**src/rtl/tile_rng_pkg.sv**
```systemverilog
// tile_rng_pkg: shared FSM states, LFSR tap masks and default seed for the lane generator
package tile_rng_pkg;
  typedef enum logic {DRAW, HOLD} state_e;
  localparam logic [31:0] SEED_ONES = '1;
  // Bit t-1 is set for every tap t; unsupported widths give an empty mask.
  function automatic logic [31:0] tap_mask(input int width);
    return width == 5  ? 32'h0000_0014 :
           width == 8  ? 32'h0000_00B8 :
           width == 16 ? 32'h0000_D008 :
           width == 32 ? 32'h8020_0003 : 32'h0;
  endfunction
endpackage

```
**src/rtl/lfsr_core.sv**
```systemverilog
// lfsr_core: free-running Fibonacci LFSR with seed load and zero-seed substitution
module lfsr_core
  import tile_rng_pkg::*;
#(
  parameter int WIDTH = 16
) (
  input  logic             clk,
  input  logic             rst,
  input  logic             load,
  input  logic [WIDTH-1:0] seed,
  output logic [WIDTH-1:0] q
);
  localparam logic [WIDTH-1:0] MASK = WIDTH'(tap_mask(WIDTH));
  localparam logic [WIDTH-1:0] ONES = WIDTH'(SEED_ONES);
  logic [WIDTH-1:0] q_d;
  // A zero seed would lock the register, so it is replaced by all-ones.
  always_comb q_d = load ? (seed == '0 ? ONES : seed) : {q[WIDTH-2:0], ^(q & MASK)};
  // State register, all-ones out of reset.
  always_ff @(posedge clk or posedge rst)
    if (rst) q <= ONES;
    else     q <= q_d;
endmodule

```
**src/rtl/tile_lane_rng.sv**
```systemverilog
// tile_lane_rng: LFSR-driven lane picker with range rejection and valid/ready output
// Optional repeat limiting is enabled by defining TILE_RNG_REPEAT_LIMIT_EN.
module tile_lane_rng
  import tile_rng_pkg::*;
#(
  parameter  int WIDTH      = 16,
  parameter  int LANES      = 4,
  parameter  int MAX_REPEAT = 2,
  localparam int LW         = $clog2(LANES)
) (
  input  logic             clk,
  input  logic             rst,
  input  logic             seed_load,
  input  logic [WIDTH-1:0] seed,
  input  logic             lane_ready,
  output logic             lane_valid,
  output logic [LW-1:0]    lane,
  output logic [WIDTH-1:0] lfsr_q
);
  if (!(WIDTH == 5 || WIDTH == 8 || WIDTH == 16 || WIDTH == 32)) begin : g_bad_width
    $error("tile_lane_rng: WIDTH must be 5, 8, 16 or 32");
  end
  if (LANES < 2 || LANES > 16) begin : g_bad_lanes
    $error("tile_lane_rng: LANES must be 2..16");
  end
  if (MAX_REPEAT < 1 || MAX_REPEAT > 15) begin : g_bad_repeat
    $error("tile_lane_rng: MAX_REPEAT must be 1..15");
  end

  state_e        state_q;
  logic [LW-1:0] c;
  logic          ok;
  logic          hs;

  lfsr_core #(.WIDTH(WIDTH)) u_lfsr (
    .clk  (clk),
    .rst  (rst),
    .load (seed_load),
    .seed (seed),
    .q    (lfsr_q)
  );

  assign c  = lfsr_q[LW-1:0];
  assign hs = lane_valid && lane_ready;

`ifdef TILE_RNG_REPEAT_LIMIT_EN
  logic [LW-1:0] last_q;
  logic [3:0]    run_q;
  // Candidate must be in range and must not extend a run already at the limit.
  always_comb ok = 32'(c) < LANES && !(c == last_q && run_q == 4'(MAX_REPEAT));
  // Track the most recently delivered lane and how many times in a row it went out.
  always_ff @(posedge clk or posedge rst)
    if (rst || seed_load) begin
      last_q <= '0;
      run_q  <= '0;
    end else if (hs) begin
      if (lane == last_q) run_q <= run_q == 4'd15 ? run_q : run_q + 4'd1;
      else begin
        last_q <= lane;
        run_q  <= 4'd1;
      end
    end
`else
  // Only out-of-range candidates are rejected.
  always_comb ok = 32'(c) < LANES;
`endif

  // Draw FSM: latch an acceptable candidate, then hold it until the spawner takes it.
  always_ff @(posedge clk or posedge rst)
    if (rst) begin
      state_q    <= DRAW;
      lane       <= '0;
      lane_valid <= 1'b0;
    end else if (seed_load) begin
      state_q    <= DRAW;
      lane_valid <= 1'b0;
    end else if (state_q == DRAW) begin
      if (ok) begin
        lane       <= c;
        lane_valid <= 1'b1;
        state_q    <= HOLD;
      end
    end else if (hs) begin
      lane_valid <= 1'b0;
      state_q    <= DRAW;
    end
endmodule

```
**config.mk**
```make
export PLATFORM = sky130hd
export DESIGN_NAME = tile_lane_rng
export DESIGN_NICKNAME = d
export VERILOG_FILES = /design/src/rtl/tile_rng_pkg.sv /design/src/rtl/lfsr_core.sv /design/src/rtl/tile_lane_rng.sv
export SDC_FILE = /design/constraint.sdc
export NUM_CORES = 1
export LEC_CHECK = 0
export CAP_MARGIN = 25
export CORE_UTILIZATION = 32
export CTS_CLUSTER_DIAMETER = 30
export DETAILED_ROUTE_END_ITERATION = 8
export GPL_ROUTABILITY_DRIVEN = 0
export PLACE_DENSITY = 0.74
export SLEW_MARGIN = 20
export SYNTH_ARGS = -nofsm -noshare
export SYNTH_HDL_FRONTEND = slang
export SYNTH_SLANG_ARGS = --single-unit
```
**constraint.sdc**
```tcl
create_clock -name clk -period 1.15 [get_ports clk]
set_clock_uncertainty 0.05 [all_clocks]
set_input_delay 0.115 -clock clk [delete_from_list [all_inputs] [get_ports clk]]
set_output_delay 0.115 -clock clk [all_outputs]
set_load 0.1 [all_outputs]
```
==> impl_metrics.yaml, run 1 <==
worst_setup_path:
  critical_path_buf_inv_count: 2
  critPathMaxStageDelay_ns: 0.64
  crit_type: "reg -> out"
  timing.rr.start: "u_lfsr.q[14]"
  cp-end-kind: "output pin"
  arrival_ns: 1.21
  crit_path_start_kind: "register"
  crit_slowest_cell: "dfstp_4"
  crit_family: "flip-flops"
  rr_endpoint: "u_lfsr.q[0]"
  path_max_fanout: 2
  cp.required_ns: 0.99
  rrSetupSlack_ns: -0.20
  path_cells: "buf_6 > buf_12"
  rr_worst_depth: 4
timing:
  finalCritPeriodShare_pct: 119.5
  period_needed_ns: 1.374
  finalSetupViolations: 32
  fin_ws_ns: -0.2238
  clock.fmax_ghz: 0.7279
  tightest_slew_ns: 0.3576
  fin_worst_hold_slack_ns: 0.005182
  slew_headroom_pct: 76.08
  slew_viol_final: 0
  rsz0062_at_grt: "true"
  hold_viol_final: 0
finish:
  areaGrowthSynthToFinish_pct: 104.0
  multi_input_area_um2: 294.0
  seq_area_um2: 543.0
  layout-drive-gt1-share_pct: 75.00
  nFillCells: 171
  antenna_cells: 0
  stdcell_count: 150
  fin_nets: 141
  layout_common_cells: "19 x buf_12, 19 x buf_4, 12 x o22a_1"
placed_design:
  port_buffers: 38
  dp_hpwl_um: 1663
  place_inst: 131
  pre_cts_slack_ns: -0.8484
global_routing:
  grt_pass1_wl_um: 3581
  grt_usage_pct: 18.41
  grt_max_degree: 21
  first_global_vias: 755
  antenna_found_initial: 0
  overflow: 0
drt:
  ant_nets: 0
  via_per_inst: 4.893
  drt_iter0_drc: 13
  highest_layer: "met4"
  drc: 1
  wl_met1_um: 929
  vias: 734
  wl_met3_um: 142
  firstDrtPassIters: 6
  avgRoutedWirePerCell_um: 15.57
  finalWirelength_um: 2336
  met2_length_um: 1247
pwr:
  pwr-share-clk_pct: 15.5
  switchingPower_mw: 1.056
  powerDensity_nw_per_um2: 1558
  leakage_nw: 0.7342
  p_seq_share_pct: 35.7
  peakVddDrop_mv: 1.295
  internal-power_mw: 1.560
  swShare_pct: 40.35
  combPwrFrac_pct: 48.8
floorplanning:
  rows: 18
  die_w_um: 52.72
  ioPinCount: 39
  start_util_pct: 33.54
  dieArea_um2: 2779
  die_height_um: 52.72
  coreArea_um2: 2455
status:
  status: "finished with violations"
  violations: "DRC, setup timing"
worst_hold_path:
  hold_class: "in -> reg"
  holdPathStages: 2
  min_to: "u_lfsr.q[8]"
  hold_start: "seed[8]"
run:
  cap_violations: 0
clocking:
  clk_pin_slew_ns: 0.11
  htree_levels: 1
  cts_tree: "done"
  clock-root-buffer: "clkbuf_4"
  insertion_delay_ns: 0.30
  clock_sinks: 20
  cts_buffers: 3
  clockBufferDepth: 2
yosys:
  synth_top_area_share_pct: 51.06
  syn_nets: 74
  syn_area_per_cell_um2: 15.25
  syn_area_um2: 823.3
  syn_inst: 54
  ys_seq_elements: 20
  yosysSeqAreaShare_pct: 63.22
  synth_area_leaders: "dfstp_2 51%, o22a_1 13%, dfrtp_1 12%, o22a_2 4.9%, o41ai_4 3.3%"
  yosys_warnings: 0
  yosys.area.top_type: "dfstp_2"
  synth_cell_types: 16
[state kept, by name, indices dropped and copies added, names as in the netlist]
signal and cells:
u_lfsr.q 16, lane 2, lane_valid 1, state_q 1
[cell usage after synthesis]
library cell and number:
inv_1 2, a31oi_1 1, xnor2_1 2, buf_6 1, dfstp_2 16, clkbuf_1 2
mux2_2 2, o22a_1 12, xor2_1 1, o22a_2 4, or4_4 2, or4_1 2
o41ai_4 1, dfrtp_1 4, nor2_1 1, a21boi_0 1
[what timing repair did]
| item | in CTS | in global routing |
|---|---|---|
| hold buffers | 3 | 1 |
| endpoints found under the setup margin | 32 | 33 |
| setup buffers | 8 | 3 |
| pin swaps | 10 | 8 |
| resized for setup | 52 | 8 |
| hold endpoints to repair | 3 | 1 |
[power groups by stage]
stage          logic, mW  clock network [mW]  registers, mW
6_report            1.28               0.404          0.934
5_1_grt             1.31               0.443          0.944
4_1_cts             1.25               0.426          0.934
3_5_place_dp        1.20                   0          0.948
3_3_place_gp        1.19                   0          0.944
2_1_floorplan      0.138                   0           1.50
[stage by stage]
step	total power, mW	util [%]	TNS, ns	area [um2]
after floorplan	1.637	-	-5.696	849.6
after global placement	2.134	62.28	-13.23	1529
after detailed placement	2.150	62.28	-13.88	1529
after CTS	2.612	66.92	-4.947	1643
after global routing	2.698	68.40	-5.682	1679
final	2.616	68.40	-4.672	1679
[per-layer routing]
metal  track usage, %  vias up
li1                 -      339
met1            21.78      363
met2            32.49       30
met3            4.638        2
met4            5.263        0
met5                0        -
[worst max path at each step]
stage / startpoint / to / slack [ns] / cells after the start
finish: u_lfsr.q[12] / lfsr_q[12] / -0.22 / 2
global route: u_lfsr.q[12] / lfsr_q[12] / -0.26 / 2
CTS: u_lfsr.q[12] / lfsr_q[12] / -0.24 / 2
detailed placement: seed[7] / u_lfsr.q[3] / -0.85 / 5
global placement: seed[7] / u_lfsr.q[13] / -0.80 / 5
floorplan: seed[7] / u_lfsr.q[12] / -0.39 / 4
[kinds of logic after synthesis]
| family | count (synthesis) | share of synthesized area (%) |
|---|---|---|
| compound gates | 19 | 22.65 |
| flops | 20 | 63.22 |
| simple gates | 5 | 5.014 |
| mux | 2 | 2.735 |
| xor+xnor | 3 | 3.192 |
| buf+inv | 5 | 3.192 |
[cell type report]
cell class | count | share of cell area (%)
clock buffer | 4 | 2.161
inverter | 2 | 0.4471
timing repair buffer | 65 | 45.31
tap | 30 | 2.235
multi-input combinational | 29 | 17.51
sequential | 20 | 32.34
Note: power is estimated with default switching activity, not from simulation.
==> run 2: changes to the inputs <==
--- a/config.mk
+++ b/config.mk
@@ -5,7 +5,7 @@
 export SDC_FILE = /design/constraint.sdc
 export NUM_CORES = 1
 export LEC_CHECK = 0
-export CAP_MARGIN = 25
+export CAP_MARGIN = 30
 export CORE_UTILIZATION = 32
 export CTS_CLUSTER_DIAMETER = 30
 export DETAILED_ROUTE_END_ITERATION = 8
==> results of run 2 <==
Same layout as run 1: the final DEF is identical, and so are final timing and power.
==> run 3: changes to the inputs <==
--- a/config.mk
+++ b/config.mk
@@ -6,11 +6,13 @@
 export NUM_CORES = 1
 export LEC_CHECK = 0
 export CAP_MARGIN = 30
-export CORE_UTILIZATION = 32
+export CELL_PAD_IN_SITES_DETAIL_PLACEMENT = 1
+export CELL_PAD_IN_SITES_GLOBAL_PLACEMENT = 1
+export CORE_UTILIZATION = 27
 export CTS_CLUSTER_DIAMETER = 30
 export DETAILED_ROUTE_END_ITERATION = 8
 export GPL_ROUTABILITY_DRIVEN = 0
-export PLACE_DENSITY = 0.74
+export PLACE_DENSITY = 0.78
 export SLEW_MARGIN = 20
 export SYNTH_ARGS = -nofsm -noshare
 export SYNTH_HDL_FRONTEND = slang
==> run 3 against run 2 <==
  * The flow still finishes with violations (DRC, setup timing)
  * Worst setup slack got worse by 0.018 ns
  * Routed wire length rose by 27%
  * Critical path type unchanged
  * Worst hold slack improved by 0.028 ns
  * Final cell count rose by 6.0%
  * Register-to-register slack barely moved
  * Design area rose by 3.4%
  * Utilization fell by 7.1 points
  * Largest power group unchanged
  * Power rose by 2.0%
  * Combinational power barely moved
  * Highest routed layer unchanged
  * Via count rose by 8.4%
  * Global-route usage rose by 1.4 points
  * Maximum frequency fell by 1.3%
==> impl_metrics.yaml, run 3 (synthesis results as in run 1) <==
status:
  status: "finished with violations"
  violations: "DRC, setup timing"
floorplanning:
  ioPinCount: 39
  die_w_um: 57.22
  coreArea_um2: 2829
  start_util_pct: 29.10
  dieArea_um2: 3274
  rows: 19
  die_height_um: 57.22
worst_setup_path:
  crit_type: "reg -> out"
  cp-end-kind: "output pin"
  timing.rr.start: "u_lfsr.q[12]"
  rr_worst_depth: 4
  crit_path_start_kind: "register"
  path_max_fanout: 2
  critPathMaxStageDelay_ns: 0.64
  path_cells: "buf_6 > buf_12"
  rr_endpoint: "u_lfsr.q[0]"
  crit_slowest_cell: "dfstp_4"
  cp.required_ns: 0.99
  rrSetupSlack_ns: -0.20
  arrival_ns: 1.23
  crit_family: "flip-flops"
  critical_path_buf_inv_count: 2
finish:
  reg_top3: "u_lfsr.q (16), lane (2)"
  fin_nets: 149
  top_register: "u_lfsr.q"
  final_common_cell: "buf_4"
  stdcell_count: 159
  stdcell_area_um2: 1735
  fin_util_pct: 61.34
  antenna_cells: 0
  largest_reg_flops: 16
  layout-drive-gt1-share_pct: 75.78
  areaGrowthSynthToFinish_pct: 110.8
  layout_common_cells: "28 x buf_4, 19 x buf_12, 12 x o22a_1"
clocking:
  htree_levels: 1
  cts_tree: "done"
  clockBufferDepth: 2
  clock-root-buffer: "clkbuf_4"
  cts_buffers: 3
  clk_pin_slew_ns: 0.12
  insertion_delay_ns: 0.31
  clock_sinks: 20
drt:
  firstDrtPassIters: 7
  avgRoutedWirePerCell_um: 18.65
  ant_nets: 0
  drc: 7
  finalWirelength_um: 2966
  drt_iter0_drc: 26
  via_per_inst: 5.006
  vias: 796
pwr:
  swShare_pct: 40.74
  combPwrFrac_pct: 49.0
  pwr-share-clk_pct: 15.7
  powerDensity_nw_per_um2: 1538
  p_seq_share_pct: 35.3
  leakage_nw: 0.7726
  switchingPower_mw: 1.087
  peakVddDrop_mv: 1.189
  internal-power_mw: 1.581
  total_power_mw: 2.669
run:
  cap_violations: 0
timing:
  slew_headroom_pct: 77.41
  rsz0062_at_grt: "true"
  clock.fmax_ghz: 0.7187
  hold_viol_final: 0
  fin_ws_ns: -0.2414
  tightest_slew_ns: 0.3376
  finalSetupViolations: 32
  finalCritPeriodShare_pct: 121.0
  slew_viol_final: 0
  period_needed_ns: 1.391
global_routing:
  overflow: 0
  grt_usage_pct: 19.84
  antenna_found_initial: 0
  grt_pass1_wl_um: 4698
  first_global_vias: 896
  grt_max_degree: 21
placed_design:
  place_area_um2: 1560
  dp_hpwl_um: 2038
  port_buffers: 38
  place_inst: 136
worst_hold_path:
  holdPathStages: 2
  hold_start: "seed[10]"
  hold_class: "in -> reg"
  min_to: "u_lfsr.q[10]"
run 3: cell types whose count changed in the layout (fill, tap and decap cells not counted), moves of 2 or more:
cell / change
buf_4: +9
clkbuf_2: -3
buf_2: +2
clkdlybuf4s15_1: +2
dlygate4sd3_1: -2
run 3: stage by stage:
stage	hold slack (ns)	setup WS, ns	setup TNS [ns]
floorplan	0.01674	-0.3932	-5.696
global placement	0.3975	-0.7933	-12.72
detailed placement	0.4342	-0.8569	-13.84
CTS	0.05258	-0.2501	-4.665
global route	0.02121	-0.2799	-5.186
finish	0.03365	-0.2414	-4.598
run 3: layout make-up:
| class | instances | area (um2) |
|---|---|---|
| inverters | 2 | 7.507 |
| flip-flops and latches | 20 | 543.0 |
| well taps | 31 | 38.79 |
| multi-input cells | 29 | 286.5 |
| clock buffers | 4 | 36.28 |
| repair buffers | 73 | 823.3 |
| fillers | 271 | 1094 |
run 3: worst max-delay path by stage:
| stage | start | to | slack [ns] | cells past startpoint |
|---|---|---|---|---|
| final | u_lfsr.q[12] | lfsr_q[12] | -0.24 | 2 |
| after floorplan | seed[7] | u_lfsr.q[12] | -0.39 | 4 |
| after CTS | u_lfsr.q[14] | lfsr_q[14] | -0.25 | 2 |
| after detailed placement | seed[14] | u_lfsr.q[0] | -0.86 | 5 |
| after global routing | u_lfsr.q[14] | lfsr_q[14] | -0.28 | 2 |
| after global placement | seed[14] | u_lfsr.q[0] | -0.79 | 5 |
run 3: metal layers:
metal,track usage [%],share of wire [%]
met2,33.61,49
met1,23.88,42
met4,6.620,1.4
met5,0,0
met3,6.349,7.3
run 3: what timing repair did:
item	4_1_cts	5_1_grt
endpoints found under the setup margin	32	33
buffers inserted	10	6
hold buffers	2	0
cloned	1	0
endpoints found under the hold margin	2	0
gates resized for setup	59	2
pin swaps	9	1
run 3: power groups by stage:
stage | Combinational [mW] | Sequential (mW) | Clock [mW]
after floorplan | 0.138 | 1.50 | 0
after global placement | 1.20 | 0.948 | 0
after detailed placement | 1.22 | 0.953 | 0
after CTS | 1.28 | 0.941 | 0.443
after global routing | 1.34 | 0.954 | 0.474
final | 1.31 | 0.942 | 0.419
